--- src/rtl/wb_vmon_write_snoop_pkg.sv ---
// Shared types and SEL decode for the vmon Wishbone write snooper.
// Turns one byte-select pattern into a right-justified event.
package vmon_wb_snoop_pkg;

    localparam logic [3:0] SEL_B0   = 4'b0001;
    localparam logic [3:0] SEL_B1   = 4'b0010;
    localparam logic [3:0] SEL_B2   = 4'b0100;
    localparam logic [3:0] SEL_B3   = 4'b1000;
    localparam logic [3:0] SEL_H0   = 4'b0011;
    localparam logic [3:0] SEL_H1   = 4'b1100;
    localparam logic [3:0] SEL_WORD = 4'b1111;

    typedef struct packed {
        logic [31:0] data;
        logic [2:0]  size;
    } vmon_ev_t;

    typedef struct packed {
        logic     valid;
        vmon_ev_t ev;
    } vmon_dec_t;

    function automatic vmon_dec_t vmon_decode(input logic [3:0] sel, input logic [31:0] dat);
        vmon_dec_t d;
        d = '0;
        d.valid = 1'b1;
        case (sel)
            SEL_B0:   begin d.ev.data = {24'h0, dat[7:0]};   d.ev.size = 3'd1; end
            SEL_B1:   begin d.ev.data = {24'h0, dat[15:8]};  d.ev.size = 3'd1; end
            SEL_B2:   begin d.ev.data = {24'h0, dat[23:16]}; d.ev.size = 3'd1; end
            SEL_B3:   begin d.ev.data = {24'h0, dat[31:24]}; d.ev.size = 3'd1; end
            SEL_H0:   begin d.ev.data = {16'h0, dat[15:0]};  d.ev.size = 3'd2; end
            SEL_H1:   begin d.ev.data = {16'h0, dat[31:16]}; d.ev.size = 3'd2; end
            SEL_WORD: begin d.ev.data = dat;                 d.ev.size = 3'd4; end
            default:  d = '0;
        endcase
        return d;
    endfunction

endpackage

--- src/rtl/wb_vmon_write_snoop_fifo.sv ---
// Event FIFO for the write snooper; pointers carry one extra wrap bit
// so full and empty are distinguishable without a separate counter.
module vmon_ev_fifo
    import vmon_wb_snoop_pkg::*;
#(
    parameter int unsigned FIFO_DEPTH = 4
) (
    input  logic     clk_i,
    input  logic     rst_i,
    input  logic     push,
    input  vmon_ev_t push_ev,
    output logic     full,
    input  logic     pop,
    output vmon_ev_t pop_ev,
    output logic     empty
);

    localparam int unsigned AW = $clog2(FIFO_DEPTH);

    vmon_ev_t       mem [FIFO_DEPTH];
    logic [AW:0]    wr_ptr;
    logic [AW:0]    rd_ptr;
    logic           do_push;
    logic           do_pop;

    assign empty   = (wr_ptr == rd_ptr);
    assign full    = (wr_ptr[AW] != rd_ptr[AW]) && (wr_ptr[AW-1:0] == rd_ptr[AW-1:0]);
    assign do_pop  = pop & ~empty;
    // A full FIFO still takes a push when the head leaves in the same cycle.
    assign do_push = push & (~full | do_pop);
    assign pop_ev  = mem[rd_ptr[AW-1:0]];

    always_ff @(posedge clk_i or posedge rst_i) begin
        if (rst_i) begin
            wr_ptr <= '0;
            rd_ptr <= '0;
        end else begin
            if (do_push) wr_ptr <= wr_ptr + 1'b1;
            if (do_pop)  rd_ptr <= rd_ptr + 1'b1;
        end
    end

    always_ff @(posedge clk_i) begin
        if (do_push) mem[wr_ptr[AW-1:0]] <= push_ev;
    end

endmodule

--- src/rtl/wb_vmon_write_snoop.sv ---
// Passive Wishbone snooper: queues acknowledged writes to one word address
// as right-justified byte events on a valid/ready stream. Never drives the bus.
module wb_vmon_write_snoop
    import vmon_wb_snoop_pkg::*;
#(
    parameter int unsigned WB_ADDR_WIDTH = 32,
    parameter int unsigned WB_DATA_WIDTH = 32,
    parameter int unsigned FIFO_DEPTH    = 4
) (
    input  logic                     clk_i,
    input  logic                     rst_i,
    input  logic [WB_ADDR_WIDTH-1:0] ADDRESS,
    input  logic [WB_ADDR_WIDTH-1:0] ADR,
    input  logic [WB_DATA_WIDTH-1:0] DAT_W,
    input  logic                     CYC,
    input  logic                     STB,
    input  logic                     WE,
    input  logic [3:0]               SEL,
    input  logic                     ACK,
    input  logic                     ERR,
    output logic                     ev_valid,
    input  logic                     ev_ready,
    output logic [31:0]              ev_data,
    output logic [2:0]               ev_size,
    output logic                     ev_overflow,
    input  logic                     ovf_clr,
    output logic                     sel_err
);

    logic      addr_eq;
    logic      capture;
    logic      fifo_full;
    logic      fifo_empty;
    logic      pop;
    logic      push;
    logic      drop;
    logic      unused_lanes;
    vmon_dec_t dec;
    vmon_ev_t  head;

    assign addr_eq      = (ADR[WB_ADDR_WIDTH-1:2] == ADDRESS[WB_ADDR_WIDTH-1:2]);
    assign unused_lanes = ^{ADR[1:0], ADDRESS[1:0]};
    assign capture      = CYC & STB & WE & ACK & ~ERR & addr_eq & ~rst_i;
    assign dec          = vmon_decode(SEL, DAT_W);

    assign pop  = ~fifo_empty & ev_ready;
    assign push = capture & dec.valid & (~fifo_full | pop);
    assign drop = capture & dec.valid & fifo_full & ~pop;

    vmon_ev_fifo #(
        .FIFO_DEPTH (FIFO_DEPTH)
    ) u_fifo (
        .clk_i   (clk_i),
        .rst_i   (rst_i),
        .push    (push),
        .push_ev (dec.ev),
        .full    (fifo_full),
        .pop     (pop),
        .pop_ev  (head),
        .empty   (fifo_empty)
    );

    assign ev_valid = ~fifo_empty;
    assign ev_data  = fifo_empty ? '0 : head.data;
    assign ev_size  = fifo_empty ? '0 : head.size;

    // A drop in the same cycle as ovf_clr wins, so no overflow goes unreported.
    always_ff @(posedge clk_i or posedge rst_i) begin
        if (rst_i) begin
            ev_overflow <= 1'b0;
            sel_err     <= 1'b0;
        end else begin
            if (drop)         ev_overflow <= 1'b1;
            else if (ovf_clr) ev_overflow <= 1'b0;
            sel_err <= capture & ~dec.valid;
        end
    end

endmodule

--- config.mk ---
export PLATFORM = sky130hd
export DESIGN_NAME = wb_vmon_write_snoop
export DESIGN_NICKNAME = d
export VERILOG_FILES = /design/src/rtl/wb_vmon_write_snoop_pkg.sv /design/src/rtl/wb_vmon_write_snoop_fifo.sv /design/src/rtl/wb_vmon_write_snoop.sv
export SDC_FILE = /design/constraint.sdc
export NUM_CORES = 1
export LEC_CHECK = 0
export ABC_CLOCK_PERIOD_IN_PS = 3300
export CAP_MARGIN = 20
export CORE_MARGIN = 1.5
export CORE_UTILIZATION = 35
export CTS_CLUSTER_DIAMETER = 150
export DETAILED_ROUTE_END_ITERATION = 6
export GPL_ROUTABILITY_DRIVEN = 0
export PLACE_DENSITY = 0.6
export SYNTH_ARGS = -nofsm -noshare
export SYNTH_HDL_FRONTEND = slang
export SYNTH_SLANG_ARGS = --single-unit
--- constraint.sdc ---
create_clock -name clk_i -period 3.3 [get_ports clk_i]
set_clock_uncertainty 0.05 [all_clocks]
set_input_delay 0.66 -clock clk_i [delete_from_list [all_inputs] [get_ports clk_i]]
set_output_delay 0.66 -clock clk_i [all_outputs]
set_load 0.05 [all_outputs]
# ---- Yosys cells after proc, flatten, opt, wreduce, memory -nomap -nowiden
# Memory sizes are Yosys's and may differ from the RTL's.
# Index checks and enable logic that the tools add are counted.
# W data, S select, Z words.
dict set report word_totals {
  n_memories 1
  output_inout_bits 38
  romBits 0
  word_cells 51
  latch_bits 0
  ff_bits 8
  mem_bits_rw 140
  input_bits 109
}
# name words word_bits rd rd_ports_with_merged_regs wr line_no
set mem_list {}
lappend mem_list {u_fifo.mem 4 35 1 0 1 wb_vmon_write_snoop_fifo.sv:20} ;# vmon_ev_t mem [FIFO_DEPTH];
dict set report op_classes {
  mul 0
  n_bitwise 22
  n_eq_ne 11
  n_div 0
  reduce_logical 3
  n_shift 0
  order_cmp 0
  mux 8
  addsub 2
}
# op n
set op_table {}
lappend op_table {{$pmux W35 S7} 1}
lappend op_table {{$mux W32} 1}
lappend op_table {{$eq A30 B30 Y1} 1}
lappend op_table {{$and A1 B1 Y1} 14}
lappend op_table {{$eq A4 B4 Y1 const B} 3}
lappend op_table {{$eq A4 B2 Y1 const B} 2}
lappend op_table {{$reduce_or A7 Y1} 1}
lappend op_table {{$add A3 B1 Y3 const B} 2}
lappend op_table {{$not A1 Y1} 6}
lappend op_table {{$mux W1} 5}
lappend op_table {{$eq A4 B1 Y1 const B} 1}
lappend op_table {{$eq A4 B3 Y1 const B} 1}
lappend op_table {{$eq A3 B3 Y1} 1}
lappend op_table {{$mux W3} 1}
lappend op_table {{$eq A2 B2 Y1} 1}
lappend op_table {{$or A1 B1 Y1} 2}
lappend op_table {{$reduce_bool A2 Y1} 1}
lappend op_table {{$logic_and A1 B1 Y1} 1}
lappend op_table {{$ne A1 B1 Y1} 1}

# ---- Depth between registers and ports, before layout
# Gate-level depths: netlist (run 1).
dict set report depth {
  word_depth 11
  ltp_mapped 7
  mapped_depth_nobuf 5
}

# ---- By module
# From an unflattened synthesis (run 1), not the netlist that was laid out.
dict set report unflattened {
  cells_unflattened 410
  hier_area_um2 6802.8
}
# module seq_area_each_um2 cells_per_inst area_each_um2 instances
set by_module_without_submodules {}
lappend by_module_without_submodules {vmon_ev_fifo 4354.2 219 5487.8 1}
lappend by_module_without_submodules {wb_vmon_write_snoop 50.0 191 1315.0 1}

# ---- Worst setup path before layout (run 1)
# No wires, ideal clock.
dict set report synth_path {
  kind {input to register}
  from {in SEL[0]}
  to {mem u_fifo.mem[3][0] in the netlist's numbering (enable)}
  setup_ns 0.452
  stages 5
  slack_ns -0.640
  t_required_ns 2.798
  path_buffers 1
  arrival_ns 3.438
  path_cell_list {buf_6 -> nor3b_4 -> a2111o_2 -> nand3_2 -> nor4_2}
}
dict set report synth_via {
  elab_chain_len 8
  word_cells_on_any_way 14
  classes_between {eq/ne: 7; mux: 3; bitwise: 3; reduce/logical: 1}
}
# element line_no
set synth_lines {}
lappend synth_lines {{start, declared} wb_vmon_write_snoop.sv:18} ;# input logic [3:0] SEL,
lappend synth_lines {{$eq A4 B4 Y1, or another cell as far along} wb_vmon_write_snoop_pkg.sv:27} ;# case (sel)
lappend synth_lines {{$reduce_or A7 Y1 (no source line) (*)} -}
lappend synth_lines {{$mux W1 (*)} wb_vmon_write_snoop_pkg.sv:27}
lappend synth_lines {{$and A1 B1 Y1 (*) (2 in series)} wb_vmon_write_snoop.sv:47} ;# assign push = capture & dec.valid & (~fifo_full | pop);
lappend synth_lines {{$and A1 B1 Y1 (*)} wb_vmon_write_snoop_fifo.sv:30} ;# assign do_push = push & (~full | do_pop);
lappend synth_lines {{$mux W1 (*)} wb_vmon_write_snoop_fifo.sv:44} ;# if (do_push) mem[wr_ptr[AW-1:0]] <= push_ev;
lappend synth_lines {{$mux W1 (not written as such) (*)} wb_vmon_write_snoop_fifo.sv:44}
lappend synth_lines {{end, declared} wb_vmon_write_snoop_fifo.sv:20}
# Mark *: on every way between the ends. The rest lies on a longest branch, timed or not.

# ---- Final worst setup path (run 1)
dict set report layout_path {
  from {reg u_fifo.rd_ptr[0]}
  to {out ev_data[2]}
}
dict set report layout_via {
  elab_chain_len 2
  word_cells_on_any_way 3
  classes_between {eq/ne: 1; mux: 1; memory: 1}
}
# element line_no
set layout_lines {}
lappend layout_lines {{start, declared} wb_vmon_write_snoop_fifo.sv:22} ;# logic [AW:0] rd_ptr;
lappend layout_lines {{start signal, assigned} wb_vmon_write_snoop_fifo.sv:39} ;# if (do_pop) rd_ptr <= rd_ptr + 1'b1;
lappend layout_lines {{$mem_v2 Z4 W35 / $eq A3 B3 Y1 (equally long branches)} -}
lappend layout_lines {{$mux W32 (*)} wb_vmon_write_snoop.sv:64} ;# assign ev_data = fifo_empty ? '0 : head.data;
lappend layout_lines {{end, declared} wb_vmon_write_snoop.sv:23} ;# output logic [31:0] ev_data,
# Marked as above.

==> flow_summary.toml, run 1 <==
[status]
status = "completed"

[worst_hold_path]
hp-class = "reg -> reg"
min_to = "u_fifo.wr_ptr[2]$_DFFE_PP0P_"
hold_depth = 1
min_from = "u_fifo.wr_ptr[2]$_DFFE_PP0P_"

[global_routing]
overflow = 0
grt_max_degree = 37
grt_pass1_wl_mm = 24.38
grt.total_usage = 0.1668
grt_pass1_vias = 4486
antenna_found_initial = 0

[logic_synthesis]
syn-num-nets = 530
ys_seq_area_frac = 0.6517
synth_edf_count = 140
synth_top_area_cell = "edfxtp_1"
async_reset_ff_frac = 0.05405
synth.distinct_cells = 44
syn_inst = 416
yosys_warnings = 0
synth.cell_area_mm2 = 0.006758
synth_top_area_frac = 0.6221
synth_area_leaders = "edfxtp_1 (62%), mux4_2 (12%), and2_1 (5.0%)"
synth-seq-cells = 148
avgSynthCellArea_um2 = 16.24
synth-main-ff-cell = "edfxtp_1"

[die]
die_w_um = 142.0
num_rows = 50
core_area_mm2 = 0.01883
io_pins = 147
dieArea_mm2 = 0.02015
die_h_um = 142.0
initial_utilization = 0.3589

[timing]
finalCriticalPeriod_ns = 2.960
finalCritPeriodShare = 0.8968
rsz0062_at_grt = "no"
setup_viol = 0
slew_viol_final = 0
fmax_mhz = 337.9
max-slew-margin-rel = 0.4071
finalHoldViolCount = 0
hold_slack_ns = 0.4316
setup_ws_ns = 0.3405
fin_setup_tns_ns = 0
worst_slew_pin_slew_ns = 0.8875

[worst_setup_path]
required_ns = 2.59
ff2ff_path_depth = 7
r2r_end = "u_fifo.mem[1][9]$_DFFE_PP_"
worstSetupPathType = "reg -> out"
rrSetupSlack_ns = 0.78
worstSetupEndpointType = "output pin"
r2r-start = "u_fifo.rd_ptr[0]$_DFFE_PP0P_"
critPathArrivalTime_ns = 2.25
worstPathMaxFanout = 14
crit_path_start_kind = "flop"

[drt]
drt_wl_total_mm = 15.79
wl_per_cell_um = 18.67
vias = 4190
vias_per_cell = 4.953
dr.pass1.iters = 5
ant_nets = 0
drc = 0
drt-initial-drc-count = 307

[pwr]
vdd_drop_max_uv = 449.2
leakagePower_nw = 2.836
powerDensity_mw_per_mm2 = 689.0

[clocking]
clk_path_buf_depth = 2
cts_resized = 0
insertion_delay_ns = 0.41
root_buffer = "clkbuf_16"
cts.sinks = 148
cts_buffers = 17
htreeDepth = 4
clkTransAtPathRegs_ns = 0.06
cts_tree = "built"
cts_setup_buffers = 0
cts-hold-fix-buffers = 0

[job]
max_cap_violations = 0

[layout]
antennaDiodeCount = 0
nets = 687
syn_to_final_growth_pct = 33.98
drive_gt1_frac = 0.2235
finish.utilization = 0.4808

[place]
post-place-ws_ns = 0.1061
post-dp-hpwl_mm = 11.21
numPortBuffers = 142
-- area by class of cell --
type / count / area, um2
fill: 1650 / 9777
sequential: 148 / 4405
multi-input combinational: 242 / 2241
timing repair buffer: 160 / 1541
clock buffer: 20 / 436.7
tap: 260 / 325.3
clock inverter: 12 / 88.84
inverter: 4 / 15.01
-- Yosys cell counts (all sizes together) (9+ instances only) --
cell,instances
mux4,35
a21oi,16
nor4,9
nand2,16
edfxtp,140
o22ai,9
buf,9
xor2,32
clkbuf,13
and2,54
nor2,20
-- layout by cell type (no fill, tap or decap), types with 2 or more instances in the layout --
master,count
and2_1,54
clkbuf_1,3
clkinv_1,4
inv_1,4
nor4_4,2
edfxtp_1,140
nand3_1,2
clkinv_2,4
a221o_1,8
nor4_1,3
a21oi_1,16
xor2_1,32
o22ai_1,9
clkdlybuf4s50_1,106
mux4_2,35
clkinvlp_4,2
nand2_1,15
ha_1,5
and3_1,8
nor2_1,20
xnor2_1,6
nor4_2,4
or2_2,3
buf_4,48
clkbuf_16,17
buf_12,6
dfrtp_1,7
-- critical path, stage by stage (launching register included) --
cell,delay [ns]
dfrtp_2,0.70
buf_12,0.25
mux4_2,0.50
and2_1,0.19
buf_4,0.19
-- where the power goes --
group | switching (mW) | leakage (nW) | internal, mW
logic | 1.46 | 1.45 | 0.919
registers | 0.0655 | 1.13 | 2.07
clock network | 0.702 | 0.254 | 1.02
-- state kept, by name, indices dropped and copies added (netlist names) --
name	cells
u_fifo.rd_ptr	3
ev_overflow	1
u_fifo.wr_ptr	3
u_fifo.mem	140
sel_err	1
-- metal layers --
layer / GRT usage / wire length [um]
met1: 0.2038 / 6356
met2: 0.2811 / 8083
met3: 0.04946 / 1080
met4: 0.06077 / 270
met5: 0 / 0
-- cells by family (layout without fill, tap and decap cells) --
family,count (synthesis),after routing,synth area share
and+or+nand+nor,124,124,0.1129
xor gates and xnor gates,38,38,0.04925
buffers and inverters,26,196,0.01796
adders and majority gates,5,5,0.009258
DFF,148,148,0.6517
muxes,37,37,0.1205
AOI/OAI and AO/OA,38,38,0.03833
-- stage by stage --
step	instances	power (mW)	cell area [um2]
global route	846	6.502	9054
global placement	814	4.584	8528
CTS	846	6.319	9054
finish	846	6.238	9054
floorplan	416	3.780	6766
detailed placement	814	4.604	8528
-- worst max path at each step --
stage	from	to	slack (ns)	cells past startpoint
after CTS	u_fifo.rd_ptr[0]$_DFFE_PP0P_	ev_data[2]	0.22	6
after detailed placement	ADDRESS[5]	u_fifo.mem[1][10]$_DFFE_PP_	0.11	7
after global placement	ADDRESS[5]	u_fifo.mem[1][8]$_DFFE_PP_	0.10	7
after global routing	u_fifo.rd_ptr[0]$_DFFE_PP0P_	ev_data[2]	0.14	6
after floorplan	ADDRESS[24]	u_fifo.mem[3][0]$_DFFE_PP_	0.19	4
final	u_fifo.rd_ptr[0]$_DFFE_PP0P_	ev_data[2]	0.34	4
No activity file was read; power rests on OpenSTA's default activity.
==> inputs of run 2 (changes only) <==
CORE_UTILIZATION = 46   (was 35)
PLACE_DENSITY = 0.75   (was 0.6)
==> run 2 against run 1 <==
Compared with the run above:
- setup slack better by 0.052 ns
- power increased by 3.4%
- register-to-register slack gained 0.36 ns
- routed wire length down 4.5%
- clock power rose by 15%
- combinational power about the same
- non-clock buffer count shrank 3
- hold slack better by 0.0099 ns
- sequential share of layout area grew 0.32 points
- cell area shrank 0.66%
- count of clock-buffer cells in the layout shrank 3
- largest cell class unchanged
==> flow_summary.toml, run 2 (synthesized netlist as in run 1, its figures left out) <==
[worst_setup_path]
cp_cell_sequence = "buf_4, mux4_2, and2_1, buf_4"
required_ns = 2.59
critPathArrivalTime_ns = 2.20
worstPathMaxFanout = 22
critPathSlowestCell = "mux4_2"
critPathMostFrequentCell = "buf_4"
worstSetupEndpointType = "output pin"
crit_path_start_kind = "flop"
slowest_delay_ns = 0.57
worstSetupPathType = "reg -> out"
crit_family = "buffers and inverters"
path_buf_inv = 2

[drt]
ant_nets = 0
vias = 4269
vias_per_cell = 5.580
drc = 0
drt-initial-drc-count = 416
dr.pass1.iters = 5
drt_wl_total_mm = 15.08
wl_per_cell_um = 19.71

[die]
dieArea_mm2 = 0.01543
die_w_um = 124.2
core_area_mm2 = 0.01442
initial_utilization = 0.4685
io_pins = 147
num_rows = 44
die_h_um = 124.2

[layout]
layout_common_cells = "edfxtp_1 (140), clkdlybuf4s50_1 (106), and2_1 (54)"
antennaDiodeCount = 0
nets = 684
largest_register_ffs = 140
final_common_cell = "edfxtp_1"
drive_gt1_frac = 0.2272
fillers = 1075
syn_to_final_growth_pct = 33.09

[timing]
finalCriticalPeriod_ns = 2.907
finalCritPeriodShare = 0.8810
fin_setup_tns_ns = 0
max-slew-margin-rel = 0.4153
setup_viol = 0
fmax_mhz = 344.0
rsz0062_at_grt = "no"
finalHoldViolCount = 0
slew_viol_final = 0
worst_slew_pin_slew_ns = 0.8752

[clocking]
root_buffer = "clkbuf_16"
cts_resized = 0
htreeDepth = 4
cts.sinks = 148
cts_buffers = 17
cts_setup_buffers = 0
clkTransAtPathRegs_ns = 0.06
insertion_delay_ns = 0.42
cts_tree = "built"
clk_path_buf_depth = 2
cts-hold-fix-buffers = 0

[pwr]
vdd_drop_max_uv = 397.4
leakagePower_nw = 2.847
p_total_mw = 6.450
powerDensity_mw_per_mm2 = 717.2

[global_routing]
grt_pass1_wl_mm = 23.91
antenna_found_initial = 0
grt_max_degree = 38
grt.total_usage = 0.2065
grt_pass1_vias = 4441
overflow = 0

[worst_hold_path]
hp-class = "reg -> reg"

[status]
status = "completed"

[job]
max_cap_violations = 0

[place]
post-dp-hpwl_mm = 9.947
numPortBuffers = 142
run 2: cell types whose count changed in the layout (fill, tap and decap cells not counted), sizes merged:
cell      change
clkinvlp      +1
clkinv        -5
inv           +2
clkbuf        -3
buf           -3
bufinv        +3
run 2: path summary, 6_finish.rpt:
kind                                         startpoint                      endpoint  slack [ns]  cells past startpoint
max in group asynchronous                         rst_i  u_fifo.rd_ptr[0]$_DFFE_PP0P_        2.47                      2
max reg2reg                u_fifo.wr_ptr[1]$_DFFE_PP0P_   u_fifo.mem[2][15]$_DFFE_PP_        1.14                      6
min                        u_fifo.rd_ptr[2]$_DFFE_PP0P_  u_fifo.rd_ptr[2]$_DFFE_PP0P_        0.44                      1
min in group asynchronous                         rst_i  u_fifo.wr_ptr[2]$_DFFE_PP0P_        0.48                      2
min reg2reg                u_fifo.rd_ptr[2]$_DFFE_PP0P_  u_fifo.rd_ptr[2]$_DFFE_PP0P_        0.44                      1
max                        u_fifo.rd_ptr[0]$_DFFE_PP0P_                   ev_data[15]        0.39                      4
run 2: layout make-up:
cell class,count,area [um2],area share
sequential,148,4405,0.4898
multi-input combinational,242,2241,0.2492
timing repair buffer,157,1494,0.1661
clock buffer,17,425.4,0.04730
tap,184,230.2,0.02560
clock inverter,13,182.7,0.02031
inverter,4,15.01,0.001669
run 2: stage by stage:
stage / cell area [um2] / cells / setup slack [ns] / util / hold WS (ns)
5_1_grt: 8994 / 765 / 0.2652 / 0.6235 / 0.4486
3_5_place_dp: 8386 / 735 / 0.1147 / 0.5814 / 0.4371
4_1_cts: 8994 / 765 / 0.3324 / 0.6235 / 0.4449
3_3_place_gp: 8386 / 735 / 0.1911 / 0.5814 / 0.4294
2_1_floorplan: 6766 / 416 / 0.1910 / - / 0.4104
6_report: 8994 / 765 / 0.3927 / 0.6235 / 0.4414
run 2: worst reg2reg max path, cell delays in order, from the launching register on:
cell and delay, ns:
dfrtp_1 0.44, xnor2_1 0.18, nand4b_1 0.20, nand2_2 0.10, nor4_4 0.36, and2_1 0.23
buf_12 0.26
run 2: where the power goes:
part / total [mW] / internal [mW] / switching [mW]
clock network: 1.98 / 1.26 / 0.720
registers: 2.08 / 2.07 / 0.0161
logic: 2.39 / 0.874 / 1.52
total: 6.45 / 4.20 / 2.25
run 2: per-layer routing:
metal  up-vias  part of all wire  global-route usage
met3        25             0.071             0.06078
met2       205              0.53              0.3526
met1      2118              0.39              0.2547
li1       1921                 -                   -
met4         0             0.015             0.06288
met5         -                 0                   0
